## config.mk

```make
export PLATFORM = sky130hd
export DESIGN_NAME = stream_mux_rr
export DESIGN_NICKNAME = d
export VERILOG_FILES = /design/src/rtl/stream_mux_rr.sv
export SDC_FILE = /design/constraint.sdc
export NUM_CORES = 1
export LEC_CHECK = 0
export ABC_AREA = 0
export BUFFER_PORTS_ARGS = -buffer_cell sky130_fd_sc_hd__buf_4
export CAP_MARGIN = 20
export CORE_MARGIN = 2
export CORE_UTILIZATION = 45
export CTS_CLUSTER_DIAMETER = 120
export CTS_CLUSTER_SIZE = 40
export DETAILED_ROUTE_END_ITERATION = 8
export GPL_TIMING_DRIVEN = 0
export PLACE_DENSITY = 0.8
export SLEW_MARGIN = 5
export SYNTH_ARGS = -nofsm -noshare
export SYNTH_HDL_FRONTEND = slang
export SYNTH_SLANG_ARGS = --single-unit
export TNS_END_PERCENT = 50
```

## constraint.sdc

```tcl
create_clock -name clk -period 2.6 [get_ports clk]
set_clock_uncertainty 0.1 [all_clocks]
set_input_delay 0 -clock clk [delete_from_list [all_inputs] [get_ports clk]]
set_output_delay 0 -clock clk [all_outputs]
set_load 0.02 [all_outputs]
```

## src/rtl/stream_mux_rr.sv

```systemverilog
// N-channel stream mux with fixed-select or round-robin grant and a registered output slot.
// Define STREAM_MUX_STALL_CNT_EN to add a saturating 16-bit output stall counter port.
module stream_mux_rr #(
  parameter int WIDTH  = 4,
  parameter int NUM_CH = 4,
  localparam int SEL_W = $clog2(NUM_CH)
) (
  input  logic                    clk,
  input  logic                    rst_n,
  input  logic [NUM_CH*WIDTH-1:0] in_data,
  input  logic [NUM_CH-1:0]       in_valid,
  output logic [NUM_CH-1:0]       in_ready,
  input  logic                    mode,
  input  logic [SEL_W-1:0]        sel,
  output logic [WIDTH-1:0]        out_data,
  output logic                    out_valid,
  input  logic                    out_ready,
`ifdef STREAM_MUX_STALL_CNT_EN
  output logic [SEL_W-1:0]        out_ch,
  output logic [15:0]             stall_cnt
`else
  output logic [SEL_W-1:0]        out_ch
`endif
);

  typedef enum logic {EMPTY, FULL} state_t;

  state_t             state_reg, state_next;
  logic [WIDTH-1:0]   data_reg;
  logic [SEL_W-1:0]   ch_reg;
  logic [SEL_W-1:0]   rr_ptr_reg;

  logic [WIDTH-1:0]   ch_data [NUM_CH];
  logic               sel_ok;
  logic               fix_valid;
  logic               rr_valid;
  logic [SEL_W-1:0]   rr_grant;
  logic               grant_valid;
  logic [SEL_W-1:0]   grant;
  logic               load_en;
  logic               xfer;

  genvar gi;
  generate
    for (gi = 0; gi < NUM_CH; gi++) begin : g_ch
      assign ch_data[gi]  = in_data[gi*WIDTH +: WIDTH];
      assign in_ready[gi] = xfer && (grant == SEL_W'(gi));
    end

    // When NUM_CH is a power of two every sel encoding is a real channel.
    if ((1 << SEL_W) == NUM_CH) begin : g_sel_full
      assign sel_ok = 1'b1;
    end else begin : g_sel_part
      assign sel_ok = (int'(sel) < NUM_CH);
    end
  endgenerate

  assign fix_valid = sel_ok && in_valid[sel];

  // Channels above rr_ptr take precedence over those at or below it; lowest index wins in each group.
  always_comb begin
    rr_valid = 1'b0;
    rr_grant = '0;
    for (int i = NUM_CH - 1; i >= 0; i--) begin
      if (in_valid[i] && (SEL_W'(i) <= rr_ptr_reg)) begin
        rr_valid = 1'b1;
        rr_grant = SEL_W'(i);
      end
    end
    for (int i = NUM_CH - 1; i >= 0; i--) begin
      if (in_valid[i] && (SEL_W'(i) > rr_ptr_reg)) begin
        rr_valid = 1'b1;
        rr_grant = SEL_W'(i);
      end
    end
  end

  assign grant_valid = mode ? rr_valid : fix_valid;
  assign grant       = mode ? rr_grant : sel;

  always_comb begin
    state_next = state_reg;
    load_en    = (state_reg == EMPTY) || out_ready;
    xfer       = load_en && grant_valid;
    if (load_en) begin
      state_next = grant_valid ? FULL : EMPTY;
    end
  end

  always_ff @(posedge clk or negedge rst_n) begin
    if (!rst_n) begin
      state_reg <= EMPTY;
    end else begin
      state_reg <= state_next;
    end
  end

  always_ff @(posedge clk or negedge rst_n) begin
    if (!rst_n) begin
      data_reg   <= '0;
      ch_reg     <= '0;
      rr_ptr_reg <= SEL_W'(NUM_CH - 1);
    end else if (xfer) begin
      data_reg   <= ch_data[grant];
      ch_reg     <= grant;
      rr_ptr_reg <= grant;
    end
  end

  assign out_valid = (state_reg == FULL);
  assign out_data  = data_reg;
  assign out_ch    = ch_reg;

`ifdef STREAM_MUX_STALL_CNT_EN
  logic [15:0] stall_cnt_reg;

  always_ff @(posedge clk or negedge rst_n) begin
    if (!rst_n) begin
      stall_cnt_reg <= '0;
    end else if (out_valid && !out_ready && (stall_cnt_reg != 16'hFFFF)) begin
      stall_cnt_reg <= stall_cnt_reg + 16'd1;
    end
  end

  assign stall_cnt = stall_cnt_reg;
`endif

endmodule

```

[Yosys cells after proc, flatten, opt, wreduce, memory -nomap -nowiden]
Index checks and enable logic that the tools add are counted.
Storage, ports and cells
  memories kept: 0
  output and inout port bits: 11
  bits in latches: 0
  register bits after elaboration: 9
  bits in writable memories: 0
  input port bits: 26
  memory bits (read-only): 0
  logic and storage cells: 58
Cells by class
  bitwise operators: 2
  shifts and indexed selects: 0
  reductions and logical operators: 15
  magnitude comparators: 10
  multiply operators: 0
  add/sub/neg operators: 0
  eq/ne operators: 3
  multiplexer cells: 24
  div/mod/pow operators: 0
Operators by type and width (number)
  $mux W2: 9
  $logic_and A1 B1 Y1: 13
  $mux W1: 11
  $bmux W4 S2: 1
  $mux W4: 2
  $eq A2 B2 Y1 const B: 2
  $gt A1 B2 Y1 const A: 2
  $gt A2 B2 Y1 const A: 2
  $le A1 B2 Y1 const A: 2
  $le A2 B2 Y1 const A: 2
  $ge A3 B3 Y1 const B: 1
  $lt A2 B3 Y1 const B: 1
  $not A2 Y3: 1
  $bmux W1 S2: 1
  $eq A2 B1 Y1 const B: 1
  $logic_not A2 Y1: 1
  $logic_or A1 B1 Y1: 1
  $not A1 Y1: 1

[Depth between registers and ports, before layout]
Gate-level depths: netlist of the first run.
  word-level depth: 15
  gate-level depth with buffers: 7

[Worst setup path after synthesis of the first run]
Ideal clock, no wire load.
  path type: reg-to-output
  start point: reg rr_ptr_reg[0]
  end point: out in_ready[0]
  cell stages (with the launch flop): 7
  path slack: 0.677 ns
  data arrival time: 1.823 ns
  buffers on the path: 1
  path through: dfstp_2 nand2b_1 a21boi_1 o32a_1 buf_6 or2_2 nor2_1
On the way
  longest elaborated chain between the ends: 13
  elaborated cells on any way between the ends: 37
Ends and longest elaborated chain
  start, declared: line 31  | logic [SEL_W-1:0] rr_ptr_reg;
  start signal, assigned: line 102  | rr_ptr_reg <= SEL_W'(NUM_CH - 1);
  start signal, assigned: line 106  | rr_ptr_reg <= grant;
  $le A2 B2 Y1: line 65  | if (in_valid[i] && (SEL_W'(i) <= rr_ptr_reg)) begin
  $logic_and A1 B1 Y1: line 65
  $mux W2 / $mux W1 (equally long branches) (4 in series): line 65
  $mux W2 / $mux W1 (equally long branches) (4 in series): line 71  | if (in_valid[i] && (SEL_W'(i) > rr_ptr_reg)) begin
  $mux W2 / $mux W1 (equally long branches): line 79, 78
  $logic_not A2 Y1 / $logic_and A1 B1 Y1 (equally long branches): line 47, 84
  $logic_and A1 B1 Y1 (*): line 47  | assign in_ready[gi] = xfer && (grant == SEL_W'(gi));
  end, declared: line 12  | output logic [NUM_CH-1:0] in_ready,
Mark *: on every way between the ends. The rest lies on a longest branch, timed or not.

[Worst setup path after layout of the first run]
Ends and elaborated chain as after synthesis.

==> results of run 1 <==
[power groups by stage]
stage	combinational, mW	clock, mW	sequential (mW)
final	0.311	0.107	0.208
after global routing	0.339	0.116	0.212
after CTS	0.314	0.109	0.208
after detailed placement	0.306	0	0.210
after global placement	0.301	0	0.208
after floorplan	0.161	0	0.240
[cells in the mapped netlist]
| cell | instances | area, um^2 |
|---|---|---|
| nand2_1 | 16 | 60.1 |
| nor2_1 | 9 | 33.8 |
| dfrtp_1 | 7 | 175 |
| nand2b_1 | 5 | 31.3 |
| a211oi_2 | 4 | 50.1 |
| inv_1 | 4 | 15.0 |
| o221a_1 | 4 | 45.0 |
| o31ai_2 | 4 | 50.1 |
| buf_6 | 3 | 33.8 |
| dfstp_2 | 2 | 52.6 |
| mux2_2 | 2 | 22.5 |
| or2b_1 | 2 | 15.0 |
| a21boi_1 | 1 | 7.51 |
| a21oi_1 | 1 | 5.00 |
| a311oi_4 | 1 | 26.3 |
| buf_2 | 1 | 5.00 |
| clkbuf_8 | 1 | 13.8 |
| mux2i_1 | 1 | 10.0 |
| mux4_1 | 1 | 26.3 |
| nor2b_1 | 1 | 6.26 |
| nor2b_2 | 1 | 8.76 |
| nor3b_2 | 1 | 12.5 |
| o21ai_0 | 1 | 5.00 |
| o31ai_1 | 1 | 7.51 |
| o32a_1 | 1 | 10.0 |
| or2_1 | 1 | 6.26 |
| or2_2 | 1 | 6.26 |
| or2_4 | 1 | 8.76 |
| or2b_2 | 1 | 8.76 |
| or4_1 | 1 | 7.51 |
[per-stage QoR]
stage	worst slack [ns]	total power, mW	util	cell area (um^2)	hold slack [ns]
after floorplan	0.677	0.400	-	766	-0.396
after global routing	0.272	0.667	0.726	1130	0.0183
after global placement	0.651	0.508	0.677	1060	-0.274
after CTS	0.372	0.631	0.726	1130	0.00748
final	0.388	0.627	0.726	1130	0.00698
after detailed placement	0.623	0.516	0.677	1060	-0.270
[routing by layer]
layer / global-route usage / vias to the layer above
li1: - / 370
met1: 0.284 / 339
met2: 0.303 / 23
met3: 0.0160 / 4
met4: 0.106 / 0
met5: 0 / -
[cell type report]
class,count,area (um^2),share of cell area
Sequential cell,9,228,0.201
Inverter,4,15.0,0.0133
Tap cell,16,20.0,0.0177
Clock buffer,4,26.3,0.0232
Multi-Input combinational cell,62,470,0.415
Timing Repair Buffer,41,320,0.283
Buffer,5,52.6,0.0464
[cells by family (layout without fill, tap and decap cells)]
logic type,after synthesis,after routing,share of synthesized area
compound gates,18,18,0.270
buf+inv,9,54,0.0882
flops,9,9,0.297
mux,4,4,0.0768
simple gates,40,40,0.268
[what timing repair did]
action / 4_1_cts / 5_1_grt
hold buffers: 5 / 0
hold endpoints to repair: 10 / 0
gates resized for setup: 0 / 0
[cell usage in the layout, fill, tap and decap left out, types with 4 or more instances in the layout]
| cell type | n |
|---|---|
| nand2b_1 | 5 |
| o31ai_2 | 4 |
| o221a_1 | 4 |
| inv_1 | 4 |
| nor2_1 | 9 |
| buf_4 | 36 |
| dfrtp_1 | 7 |
| a211oi_2 | 4 |
| nand2_1 | 16 |
| dlygate4sd3_1 | 5 |
[worst max-delay path by stage]
stage | from | endpoint | slack (ns) | cells past startpoint
after global placement | rr_ptr_reg[1] | out_data[1] | 0.65 | 5
after floorplan | rr_ptr_reg[0] | in_ready[0] | 0.68 | 6
final | rr_ptr_reg[0] | in_ready[0] | 0.39 | 7
after global routing | rr_ptr_reg[0] | in_ready[0] | 0.27 | 7
after CTS | rr_ptr_reg[0] | in_ready[0] | 0.37 | 7
after detailed placement | rr_ptr_reg[1] | out_data[0] | 0.62 | 5
[tightest hold or removal path, delay by kind of cell]
| kind | cells | cell delay (ns) |
|---|---|---|
| AO/OA/AOI/OAI | 2 | 0.25 |
| buffers and inverters | 1 | 0.08 |
==> summary.md, run 1 <==
| Metric | Value |
|---|---|
| Antenna cells | `0` |
| Root buf cell | `clkbuf_4` |
| Fmax | `452 MHz` |
| Worst Setup End Kind | `output port` |
| P_int | `397 uW` |
| Largest net degree at the start of global routing | `11` |
| PD cells | `553 nW/um^2` |
| Hold depth | `3` |
| HP Start | `in_data[9]` |
| 1st-iter DRT viols | `14` |
| Reg-to-reg startpoint | `rr_ptr_reg[1]` |
| Switching Share | `0.366` |
| GRT Total Usage | `0.201` |
| Port bufs | `36` |
| Endpoint, Worst Hold | `out_data[1]` |
| Wire length on met2 | `864 um` |
| CTS sink cnt | `9` |
| Setup repair bufs after CTS | `0` |
| Final #Nets | `152` |
| Largest delay share family, worst path | `simple AND/OR/NAND/NOR gates` |
| Routed wire length per instance | `12.6 um` |
| Cell area after synthesis | `766 um^2` |
| Syn nets | `106` |
| WL final | `1770 um` |
| First-pass detailed-route iteration total | `7` |
| Syn avg cell area | `9.57 um^2` |
| Total CTS buffers | `3` |
| Met3 wire len | `76 um` |
| Tcrit/Tclk final | `0.851` |
| Status | `finished, final reports clean` |
| DRC | `0` |
| Synth warn | `0` |
| Max-slew violation count | `0` |
| CP max FO | `10` |
| Total grt overflow | `0` |
| Dpl hpwl | `1380 um` |
| Power share of the combinational group | `0.496` |
| Slowest stage delay, CP | `0.56 ns` |
| Routed Antenna Nets | `0` |
| CTS tree | `done` |
| Critical path's slowest cell | `dfstp_2` |
| Non-filler cells, final | `141` |
| Number of global-route vias before repair | `685` |
| Via count | `736` |
| Final TNS setup | `0 ns` |
| Period minus WS final | `2.21 ns` |
| Post-Route M1 WL | `800 um` |
| Reg clk slew, reported paths | `0.06 ns` |
| Rows | `14` |
| Clk pwr share | `0.171` |
| Initial Util | `0.491` |
| Worst IR Drop VDD | `0.270 mV` |
| CP Launch Type | `flop` |
| Distinct cells, synth | `30` |
| Standby leakage power | `0.544 nW` |
| Share of post-route cells with drive strength above 1 | `0.496` |
| Placed cells | `132` |
| Top sig layer | `met4` |
| Core area | `1560 um^2` |
| Worst r2r dst | `out_data[3]` |
| Die height | `45.3 um` |
| Kind of critical path | `reg -> out` |
| Yosys reg bits | `9` |
| Max FFs per register | `4` |
| Final setup vio count | `0` |
| Routability cong. | `0.756` |
| Final Hold Viols | `0` |
| Deepest clock path buffer count | `2` |
| CTS H-tree depth | `1` |
| Skew-Pair Late Insertion Delay | `0.26 ns` |
| Worst slew pin tran | `0.481 ns` |
| Initial antenna violation count | `0` |
| Max capacitance violation total | `0` |
| CP arrival | `2.11 ns` |
| Critical-path cell list | `nand2b_1 -> a21boi_1 -> o32a_1 -> buf_6 -> or2_2 -> nor2_1 -> buf_4` |
| Setup repair after global routing missed its margin | `false` |
| Seq/Total Area, Yosys | `0.297` |
| I/O Pins | `37` |
| First-pass GRT wire length | `2960 um` |
| Die Area | `2050 um^2` |
| Sequential power share | `0.333` |
| Worst min path class | `in -> reg` |
| Synthesized instance count | `80` |
| Rel. slew slack | `0.679` |
| Flop2flop setup slack | `0.60 ns` |
| Reg2Reg Depth | `5` |
| Area grow syn2layout | `47.9%` |
| Switch Pwr | `229 uW` |
| Worst Path Required | `2.50 ns` |
| Fill cells | `124` |
| Worst Path Buf+Inv | `2` |
| DR vias/cell | `5.22` |
| Die Wd | `45.3 um` |
Power figures use the tool's default switching activity.
==> inputs of run 2 (changes only) <==
- PLACE_DENSITY: 0.8 -> 0.78
==> summary.md, run 2 (same netlist as run 1, synthesis figures left out) <==
| Metric | Value |
|---|---|
| Max FFs per register | `4` |
| Worst IR Drop VDD | `0.290 mV` |
| Port bufs | `36` |
| Number of global-route vias before repair | `650` |
| Max-slew violation count | `0` |
| Core area | `1560 um^2` |
| Dpl hpwl | `1330 um` |
| Largest net degree at the start of global routing | `11` |
| Rows | `14` |
| Reg clk slew, reported paths | `0.06 ns` |
| Final setup vio count | `0` |
| First-pass detailed-route iteration total | `4` |
| Final Util | `0.726` |
| Status | `finished, final reports clean` |
| CP Launch Type | `flop` |
| Setup repair after global routing missed its margin | `false` |
| CTS sink cnt | `9` |
| Final Hold Viols | `0` |
| Root buf cell | `clkbuf_4` |
| Routability cong. | `0.715` |
| Antenna cells | `0` |
| Die height | `45.3 um` |
| Standby leakage power | `0.544 nW` |
| CTS H-tree depth | `1` |
| Most common cell after layout, fill and taps aside | `buf_4` |
| GRT Total Usage | `0.196` |
| Max capacitance violation total | `0` |
| Kind of critical path | `reg -> out` |
| Routed wire length per instance | `12.1 um` |
| Final #Nets | `152` |
| Post-CTS resize count | `0` |
| Worst Path Required | `2.50 ns` |
| WL final | `1710 um` |
| 1st-iter DRT viols | `10` |
| Die Wd | `45.3 um` |
| Setup repair bufs after CTS | `0` |
| Via count | `725` |
| Share of post-route cells with drive strength above 1 | `0.496` |
| Period minus WS final | `2.21 ns` |
| PD cells | `550 nW/um^2` |
| CP max FO | `10` |
| CTS tree | `done` |
| Routed Antenna Nets | `0` |
| DR vias/cell | `5.14` |
| Area grow syn2layout | `47.9%` |
| Initial antenna violation count | `0` |
| Skew-Pair Late Insertion Delay | `0.26 ns` |
| Worst Setup End Kind | `output port` |
| Initial Util | `0.491` |
| DRC | `0` |
| Total CTS buffers | `3` |
| Final TNS setup | `0 ns` |
| Die Area | `2050 um^2` |
| First-pass GRT wire length | `2870 um` |
| Fmax | `453 MHz` |
| Rel. slew slack | `0.676` |
| Tot Pwr | `622 uW` |
| Fill cells | `135` |
| Total grt overflow | `0` |
| Tcrit/Tclk final | `0.849` |
| I/O Pins | `37` |
| Deepest clock path buffer count | `2` |
| Worst min path class | `in -> reg` |
| CP arrival | `2.11 ns` |
| Hold buffer count at cts | `5` |
| Most frequent cells in the layout | `36 x buf_4, 16 x nand2_1, 9 x nor2_1` |
| Worst slew pin tran | `0.486 ns` |
==> run 2: worst max-delay path, cell delays in order (launching register included) <==
cell      delay [ns]
dfstp_2         0.56
nand2b_1        0.18
a21boi_1        0.08
o32a_1          0.34
buf_6           0.15
or2_2           0.30
nor2_1          0.09
buf_4           0.15
==> run 2: stage by stage <==
step                instances  hold WS (ns)  setup WS [ns]  cell area, um^2
finish                    141       0.00192          0.392             1130
global route              141        0.0294          0.280             1130
CTS                       141       0.00461          0.374             1130
detailed placement        132        -0.270          0.648             1060
global placement          132        -0.274          0.665             1060
floorplan                  80        -0.396          0.677              766
==> run 2: final cells by class <==
type | instances | area (um^2) | share of cell area
sequential | 9 | 228 | 0.201
inverter | 4 | 15.0 | 0.0133
multi-input combinational | 62 | 470 | 0.415
tap | 16 | 20.0 | 0.0177
clock buffer | 4 | 26.3 | 0.0232
timing repair buffer | 41 | 320 | 0.283
buffer | 5 | 52.6 | 0.0464
==> run 2: layer usage <==
layer  share of wire  global-route usage  vias to the layer above
met3           0.046              0.0240                        2
met1            0.45               0.261                      324
li1                -                   -                      374
met4           0.016               0.124                        0
met2            0.49               0.297                       25
met5               0                   0                        -
==> run 2: path summary, 6_finish.rpt <==
path | from | end | slack [ns] | depth (start not counted)
worst min register to register | out_ch[0] | out_ch[0] | 0.37 | 2
worst max-delay path | rr_ptr_reg[0] | in_ready[2] | 0.39 | 7
worst max register to register | rr_ptr_reg[1] | out_data[2] | 0.63 | 5
min in group asynchronous | rst_n | out_data[0] | 0.51 | 3
max in group asynchronous | rst_n | out_ch[0] | 1.05 | 4
worst min-delay path | in_data[9] | out_data[1] | 0.002 | 3
==> run 2: power breakdown <==
part	switching, mW	leakage (nW)	internal (mW)
Combinational	0.151	0.426	0.157
Sequential	0.0259	0.104	0.181
Clock	0.0483	0.0150	0.0591
